`config.mk`:
```
export PLATFORM = sky130hd
export DESIGN_NAME = addac_seq
export DESIGN_NICKNAME = d
export VERILOG_FILES = /design/src/rtl/addac_pkg.sv /design/src/rtl/addac_acc.sv /design/src/rtl/addac_seq.sv
export SDC_FILE = /design/constraint.sdc
export NUM_CORES = 1
export LEC_CHECK = 0
export ABC_AREA = 1
export CORE_ASPECT_RATIO = 0.8
export CORE_MARGIN = 4
export CORE_UTILIZATION = 40
export DETAILED_ROUTE_END_ITERATION = 10
export GPL_ROUTABILITY_DRIVEN = 0
export HOLD_SLACK_MARGIN = 0.06
export SLEW_MARGIN = 5
export SYNTH_ARGS = -nofsm -noshare
export SYNTH_HDL_FRONTEND = slang
export SYNTH_SLANG_ARGS = --single-unit
```
`constraint.sdc`:
```
create_clock -name clk -period 4.7 [get_ports clk]
set_input_delay 0.94 -clock clk [delete_from_list [all_inputs] [get_ports clk]]
set_output_delay 0.94 -clock clk [all_outputs]
set_load 0.02 [all_outputs]
```
`src/rtl/addac_pkg.sv`:
```
// Shared types for the add/subtract sequencer: accumulator commands, FSM states, opcodes.
package addac_pkg;

    localparam int WIDTH = 4;

    localparam logic OP_MUL = 1'b0;
    localparam logic OP_DIV = 1'b1;

    // Encoded as {sel1,sel0} on the accumulator command bus.
    typedef enum logic [1:0] {
        HOLD = 2'b00,
        LOAD = 2'b01,
        ADD  = 2'b10,
        SUB  = 2'b11
    } acc_cmd_t;

    // ST_ prefix keeps these literals distinct from the acc_cmd_t LOAD in this scope.
    typedef enum logic [1:0] {
        ST_IDLE = 2'b00,
        ST_LOAD = 2'b01,
        ST_RUN  = 2'b10,
        ST_DONE = 2'b11
    } state_t;

endpackage

```
`src/rtl/addac_acc.sv`:
```
// WIDTH-bit accumulator driven by an acc_cmd_t; SUB is a restoring subtract that only
// commits when there is no borrow, so the caller can test-and-subtract in one cycle.
module addac_acc
    import addac_pkg::*;
#(
    parameter int WIDTH = addac_pkg::WIDTH
) (
    input  logic             clk,
    input  logic             rst_n,
    input  acc_cmd_t         cmd,
    input  logic [WIDTH-1:0] d,
    output logic [WIDTH-1:0] acc,
    output logic             cout
);

    logic [WIDTH-1:0] acc_q;
    logic [WIDTH:0]   sum;
    logic [WIDTH:0]   diff;

    assign sum  = {1'b0, acc_q} + {1'b0, d};
    assign diff = {1'b0, acc_q} - {1'b0, d};
    assign acc  = acc_q;

    // cout: carry for ADD, no-borrow for SUB.
    always_comb begin
        cout = 1'b0;
        case (cmd)
            ADD:     cout = sum[WIDTH];
            SUB:     cout = ~diff[WIDTH];
            default: cout = 1'b0;
        endcase
    end

    always_ff @(posedge clk or negedge rst_n) begin
        if (!rst_n) begin
            acc_q <= '0;
        end else begin
            case (cmd)
                LOAD: acc_q <= d;
                ADD:  acc_q <= sum[WIDTH-1:0];
                SUB:  if (!diff[WIDTH]) acc_q <= diff[WIDTH-1:0];
                default: acc_q <= acc_q;
            endcase
        end
    end

endmodule

```
`src/rtl/addac_seq.sv`:
```
// Sequenced multiply (repeated add) / divide (repeated subtract) unit issuing per-cycle
// commands to addac_acc, with a start/busy/done handshake and registered results.
module addac_seq
    import addac_pkg::*;
#(
    parameter int WIDTH = addac_pkg::WIDTH
) (
    input  logic             clk,
    input  logic             rst_n,
    input  logic             start,
    input  logic             op,
    input  logic [WIDTH-1:0] a,
    input  logic [WIDTH-1:0] b,
    output logic             busy,
    output logic             done,
    output logic [WIDTH-1:0] result,
    output logic [WIDTH-1:0] rem,
    output logic             ovf,
    output logic             err,
    output state_t           dbg_state
);

    // Handshake: start is sampled only in ST_IDLE (busy=0); the accepting edge captures
    // op/a/b, busy is high from then until the edge leaving ST_DONE, and done is high for
    // exactly the one cycle spent in ST_DONE, when result/rem/ovf/err are already valid.

    localparam logic [WIDTH-1:0] ONE = WIDTH'(1);

    state_t           state_q, state_d;
    logic             op_q, op_d;
    logic [WIDTH-1:0] a_q, a_d;
    logic [WIDTH-1:0] b_q, b_d;
    logic [WIDTH-1:0] count_q, count_d;
    logic [WIDTH-1:0] q_q, q_d;
    logic             ovf_int_q, ovf_int_d;
    logic [WIDTH-1:0] result_q, result_d;
    logic [WIDTH-1:0] rem_q, rem_d;
    logic             ovf_q, ovf_d;
    logic             err_q, err_d;

    acc_cmd_t         acc_cmd;
    logic [WIDTH-1:0] acc_din;
    logic [WIDTH-1:0] acc_val;
    logic             acc_cout;

    addac_acc #(.WIDTH(WIDTH)) u_acc (
        .clk   (clk),
        .rst_n (rst_n),
        .cmd   (acc_cmd),
        .d     (acc_din),
        .acc   (acc_val),
        .cout  (acc_cout)
    );

    always_comb begin
        state_d   = state_q;
        op_d      = op_q;
        a_d       = a_q;
        b_d       = b_q;
        count_d   = count_q;
        q_d       = q_q;
        ovf_int_d = ovf_int_q;
        result_d  = result_q;
        rem_d     = rem_q;
        ovf_d     = ovf_q;
        err_d     = err_q;
        acc_cmd   = HOLD;
        acc_din   = '0;

        case (state_q)
            ST_IDLE: begin
                if (start) begin
                    op_d    = op;
                    a_d     = a;
                    b_d     = b;
                    state_d = ST_LOAD;
                end
            end

            ST_LOAD: begin
                q_d       = '0;
                ovf_int_d = 1'b0;
                acc_cmd   = LOAD;
                if (op_q == OP_MUL) begin
                    acc_din = '0;
                    count_d = b_q;
                    state_d = ST_RUN;
                end else begin
                    acc_din = a_q;
                    if (b_q == '0) begin
                        // Divide by zero finishes straight from LOAD with a fixed result.
                        state_d  = ST_DONE;
                        result_d = '1;
                        rem_d    = a_q;
                        ovf_d    = 1'b0;
                        err_d    = 1'b1;
                    end else begin
                        state_d = ST_RUN;
                    end
                end
            end

            ST_RUN: begin
                if (op_q == OP_MUL) begin
                    if (count_q != '0) begin
                        acc_cmd   = ADD;
                        acc_din   = a_q;
                        count_d   = count_q - ONE;
                        ovf_int_d = ovf_int_q | acc_cout;
                    end else begin
                        state_d  = ST_DONE;
                        result_d = acc_val;
                        rem_d    = '0;
                        ovf_d    = ovf_int_q;
                        err_d    = 1'b0;
                    end
                end else begin
                    // The accumulator keeps its value on borrow, leaving the remainder in place.
                    acc_cmd = SUB;
                    acc_din = b_q;
                    if (acc_cout) begin
                        q_d = q_q + ONE;
                    end else begin
                        state_d  = ST_DONE;
                        result_d = q_q;
                        rem_d    = acc_val;
                        ovf_d    = 1'b0;
                        err_d    = 1'b0;
                    end
                end
            end

            ST_DONE: state_d = ST_IDLE;

            default: state_d = ST_IDLE;
        endcase
    end

    always_ff @(posedge clk or negedge rst_n) begin
        if (!rst_n) begin
            state_q   <= ST_IDLE;
            op_q      <= 1'b0;
            a_q       <= '0;
            b_q       <= '0;
            count_q   <= '0;
            q_q       <= '0;
            ovf_int_q <= 1'b0;
            result_q  <= '0;
            rem_q     <= '0;
            ovf_q     <= 1'b0;
            err_q     <= 1'b0;
        end else begin
            state_q   <= state_d;
            op_q      <= op_d;
            a_q       <= a_d;
            b_q       <= b_d;
            count_q   <= count_d;
            q_q       <= q_d;
            ovf_int_q <= ovf_int_d;
            result_q  <= result_d;
            rem_q     <= rem_d;
            ovf_q     <= ovf_d;
            err_q     <= err_d;
        end
    end

    assign busy      = (state_q != ST_IDLE);
    assign done      = (state_q == ST_DONE);
    assign result    = result_q;
    assign rem       = rem_q;
    assign ovf       = ovf_q;
    assign err       = err_q;
    assign dbg_state = state_q;

endmodule

```
==> flow_summary_export.csv <==
group,metric,value,unit
setup_path,crit_type,"flop to flop",
floorplan,die-area,6757,sq um
final_layout,nets,336,
floorplan,ios,26,
power,peakVddDrop,0.0003895,V
sta,max_freq,270.0,MHz
clock_network,cts_hold_buf,0,
setup_path,path_buf_inv,4,
logic_synthesis,yosys.cell_types.count,30,
setup_path,cp.required,4.86,ns
route,antenna_left,0,
global_routing,top_usage_layer,"met1",
final_layout,layout-drive-gt1-share,10.46,%
global_routing,grt.overflow.total,0,
sta,finalSetupViolations,0,
logic_synthesis,synthTopCellsByArea,"dfrtp_1, nand2_1, ha_1",
sta,hold_viol,0,
route,drt_iter0_drc,131,
floorplan,die_h,74.33,um
clock_network,insertion_delay,0.29,ns
run,cap_violations,0,
setup_path,cpPeakStageDelay,0.57,ns
clock_network,clkTransAtPathRegs,0.07,ns
final_layout,final_common_cell,"nand2_1",
floorplan,dieWidth,90.91,um
status,status,"completed",
logic_synthesis,syn_inst,278,
logic_synthesis,yosysSeqAreaShare,38.68,%
power,swShare,49.81,%
setup_path,cp_data_arrival_time,3.86,ns
floorplan,core_area,5151,sq um
route,vias_per_cell,5.041,
clock_network,htreeDepth,2,
setup_path,crit_chain,"inv_1 > ha_1 > inv_2 > nor2_4 > nand2_2 > o21ai_0 > inv_1 > nor2_1 > ha_1 > inv_1 > fa_1 > nand3_1 > nand2_1 > nand2_1 > nand2_2 > nand2_2 > nand3_4 > nand2_1 > o21ai_2",
logic_synthesis,syn_area,2200,sq um
sta,fin_crit,3.704,ns
clock_network,cts_setup_buffers,0,
power,pwr-share-clk,11.2,%
logic_synthesis,avgSynthCellArea,7.912,sq um
logic_synthesis,syn_nets,309,
sta,relSlewSlack,59.06,%
route,drc,0,
global_routing,grt_pass1_vias,1719,
floorplan,initial_utilization,42.70,%
sta,fin_setup_tns,0,ns
clock_network,cts_tree,"built",
power,cellLeakagePower,1.275,nW
power,intPower,1.023,mW
power,power_switching,1.015,mW
sta,whs,0.4835,ns
placement,dp_hpwl,3.720,mm
route,firstDrtPassIters,5,
floorplan,rows,23,
power,powerDensity,786.4,nW/um^2
sta,worst_slew_pin_slew,0.6140,ns
global_routing,grt.met3_usage,4.044,%
global_routing,track_usage,15.68,%
power,pwr-share-seq,26.8,%
logic_synthesis,ys_ff_latch,34,
final_layout,diodes,0,
hold_path,hp-class,"flop to flop",
logic_synthesis,yosysWarningCount,0,
sta,rsz0062_at_grt,"no",
clock_network,cts_num_sinks,34,
sta,fin_skew,0.009339,ns
final_layout,syn_to_final_growth,17.86,%
logic_synthesis,yosys.area.top_type_share,38.68,%
sta,period_share,78.81,%
setup_path,startpoint_type,"flop",
logic_synthesis,synth_flop_cell,"dfrtp_1",
setup_path,crit_fanout,17,
global_routing,use_met1,23.76,%
clock_network,cts-resized-gates,0,
placement,numPortBuffers,25,
global_routing,grt_util_met2,22.10,%
logic_synthesis,synth_top_area_cell,"dfrtp_1",
clock_network,root_buffer,"clkbuf_8",
power,p_comb_share,62.1,%
logic_synthesis,synth_edf_count,0,
clock_network,ctsLongestPathBuffers,2,
route,avgRoutedWirePerCell,13.35,um
global_routing,grt_pass1_wl,8.355,mm
route,num_vias,1855,
setup_path,crit_path_end_kind,"flop",
sta,maxSlewViolCount,0,
logic_synthesis,async_reset_ff_share,100.0,%
global_routing,grt_start_max_net_pins,35,
final_layout,final_cell_mix,"nand2_1, dfrtp_1, inv_1",
clock_network,numCtsBuffers,5,
setup_path,cpMaxStageDelayCell,"ha_1",
global_routing,antenna_found_initial,0,
route,routed_wl,4.912,mm
setup_path,crit_family,"simple AND/OR/NAND/NOR gates",
-- power groups by stage --
stage	Sequential (mW)	Clock [mW]	Combinational (mW)
after CTS	0.545	0.236	1.26
after detailed placement	0.550	0	1.26
after global routing	0.568	0.248	1.44
after global placement	0.553	0	1.25
after floorplan	0.573	0	0.901
final	0.545	0.228	1.27
-- worst register-to-register path: stages (launching register included) --
cell and delay (ns):
dfrtp_1 0.44, inv_1 0.14, ha_1 0.57, inv_2 0.19, nor2_4 0.17, nand2_2 0.13
o21ai_0 0.24, inv_1 0.07, nor2_1 0.15, ha_1 0.18, inv_1 0.06, fa_1 0.40
nand3_1 0.09, nand2_1 0.06, nand2_1 0.11, nand2_2 0.09, nand2_2 0.10, nand3_4 0.20
nand2_1 0.15, o21ai_2 0.06
-- kinds of logic after synthesis --
group                    synth area share [%]
multiplexers                            1.024
AND/OR/NAND/NOR                         24.69
XOR/XNOR                               0.7965
AO/OA/AOI/OAI                           15.81
flip-flops                              38.68
adder cells (fa/ha/maj)                 11.49
buffers and inverters                   7.508
-- through the flow --
step | instance area [sq um] | worst slack (ns) | instances | utilization (%) | total power, mW
5_1_grt | 2592 | 0.4624 | 368 | 50.33 | 2.260
2_1_floorplan | 2200 | 1.722 | 278 | - | 1.473
6_report | 2592 | 0.9961 | 368 | 50.33 | 2.039
3_3_place_gp | 2497 | 1.203 | 360 | 48.48 | 1.806
3_5_place_dp | 2497 | 1.031 | 360 | 48.48 | 1.807
4_1_cts | 2592 | 1.020 | 368 | 50.33 | 2.044
-- path summary, 6_finish.rpt --
| check | cells after the start | slack [ns] | from | end |
|---|---|---|---|---|
| worst max-delay path | 19 | 1.0 | dbg_state[0] | err |
| worst min-delay path | 2 | 0.48 | result[3] | result[3] |
| worst max register to register | 19 | 1.0 | dbg_state[0] | err |
| worst min register to register | 2 | 0.48 | result[3] | result[3] |
| max in group asynchronous | 2 | 3.33 | rst_n | dbg_state[1] |
| min in group asynchronous | 2 | 1.06 | rst_n | count_q[0] |
-- layout make-up --
cell class	count	area, sq um
well taps	62	77.57
flip-flops and latches	34	850.8
fillers	481	2559
multi-input cells	204	1184
clock inverters	2	12.51
clock buffers	6	82.58
repair buffers	26	257.7
inverters	34	127.6
-- registers in the layout, indices dropped and copies added (netlist names) --
name	flops
count_q	4
u_acc.acc	4
err	1
op_q	1
a_q	4
q_q	4
ovf_int_q	1
b_q	4
rem	4
dbg_state	2
result	4
ovf	1
-- layer usage --
| layer | wire [um] | part of all wire [%] |
|---|---|---|
| met1 | 2672 | 54 |
| met2 | 1905 | 39 |
| met3 | 294 | 6.0 |
| met4 | 38 | 0.77 |
| met5 | 0 | 0 |
-- synthesized netlist by cell type (2+ instances only) --
master and number:
o21ai_2 6, dfrtp_1 34, nor2_1 26, inv_1 31, fa_1 2, nand3_1 20, xor2_1 2, ha_1 17
nand2_2 4, or2_2 3, o211ai_1 2, o22ai_1 9, o21ai_0 20, mux2_2 2, buf_4 2, nand2_1 65
clkbuf_1 3, inv_2 3, a21oi_1 16
Power figures use the tool's default switching activity.
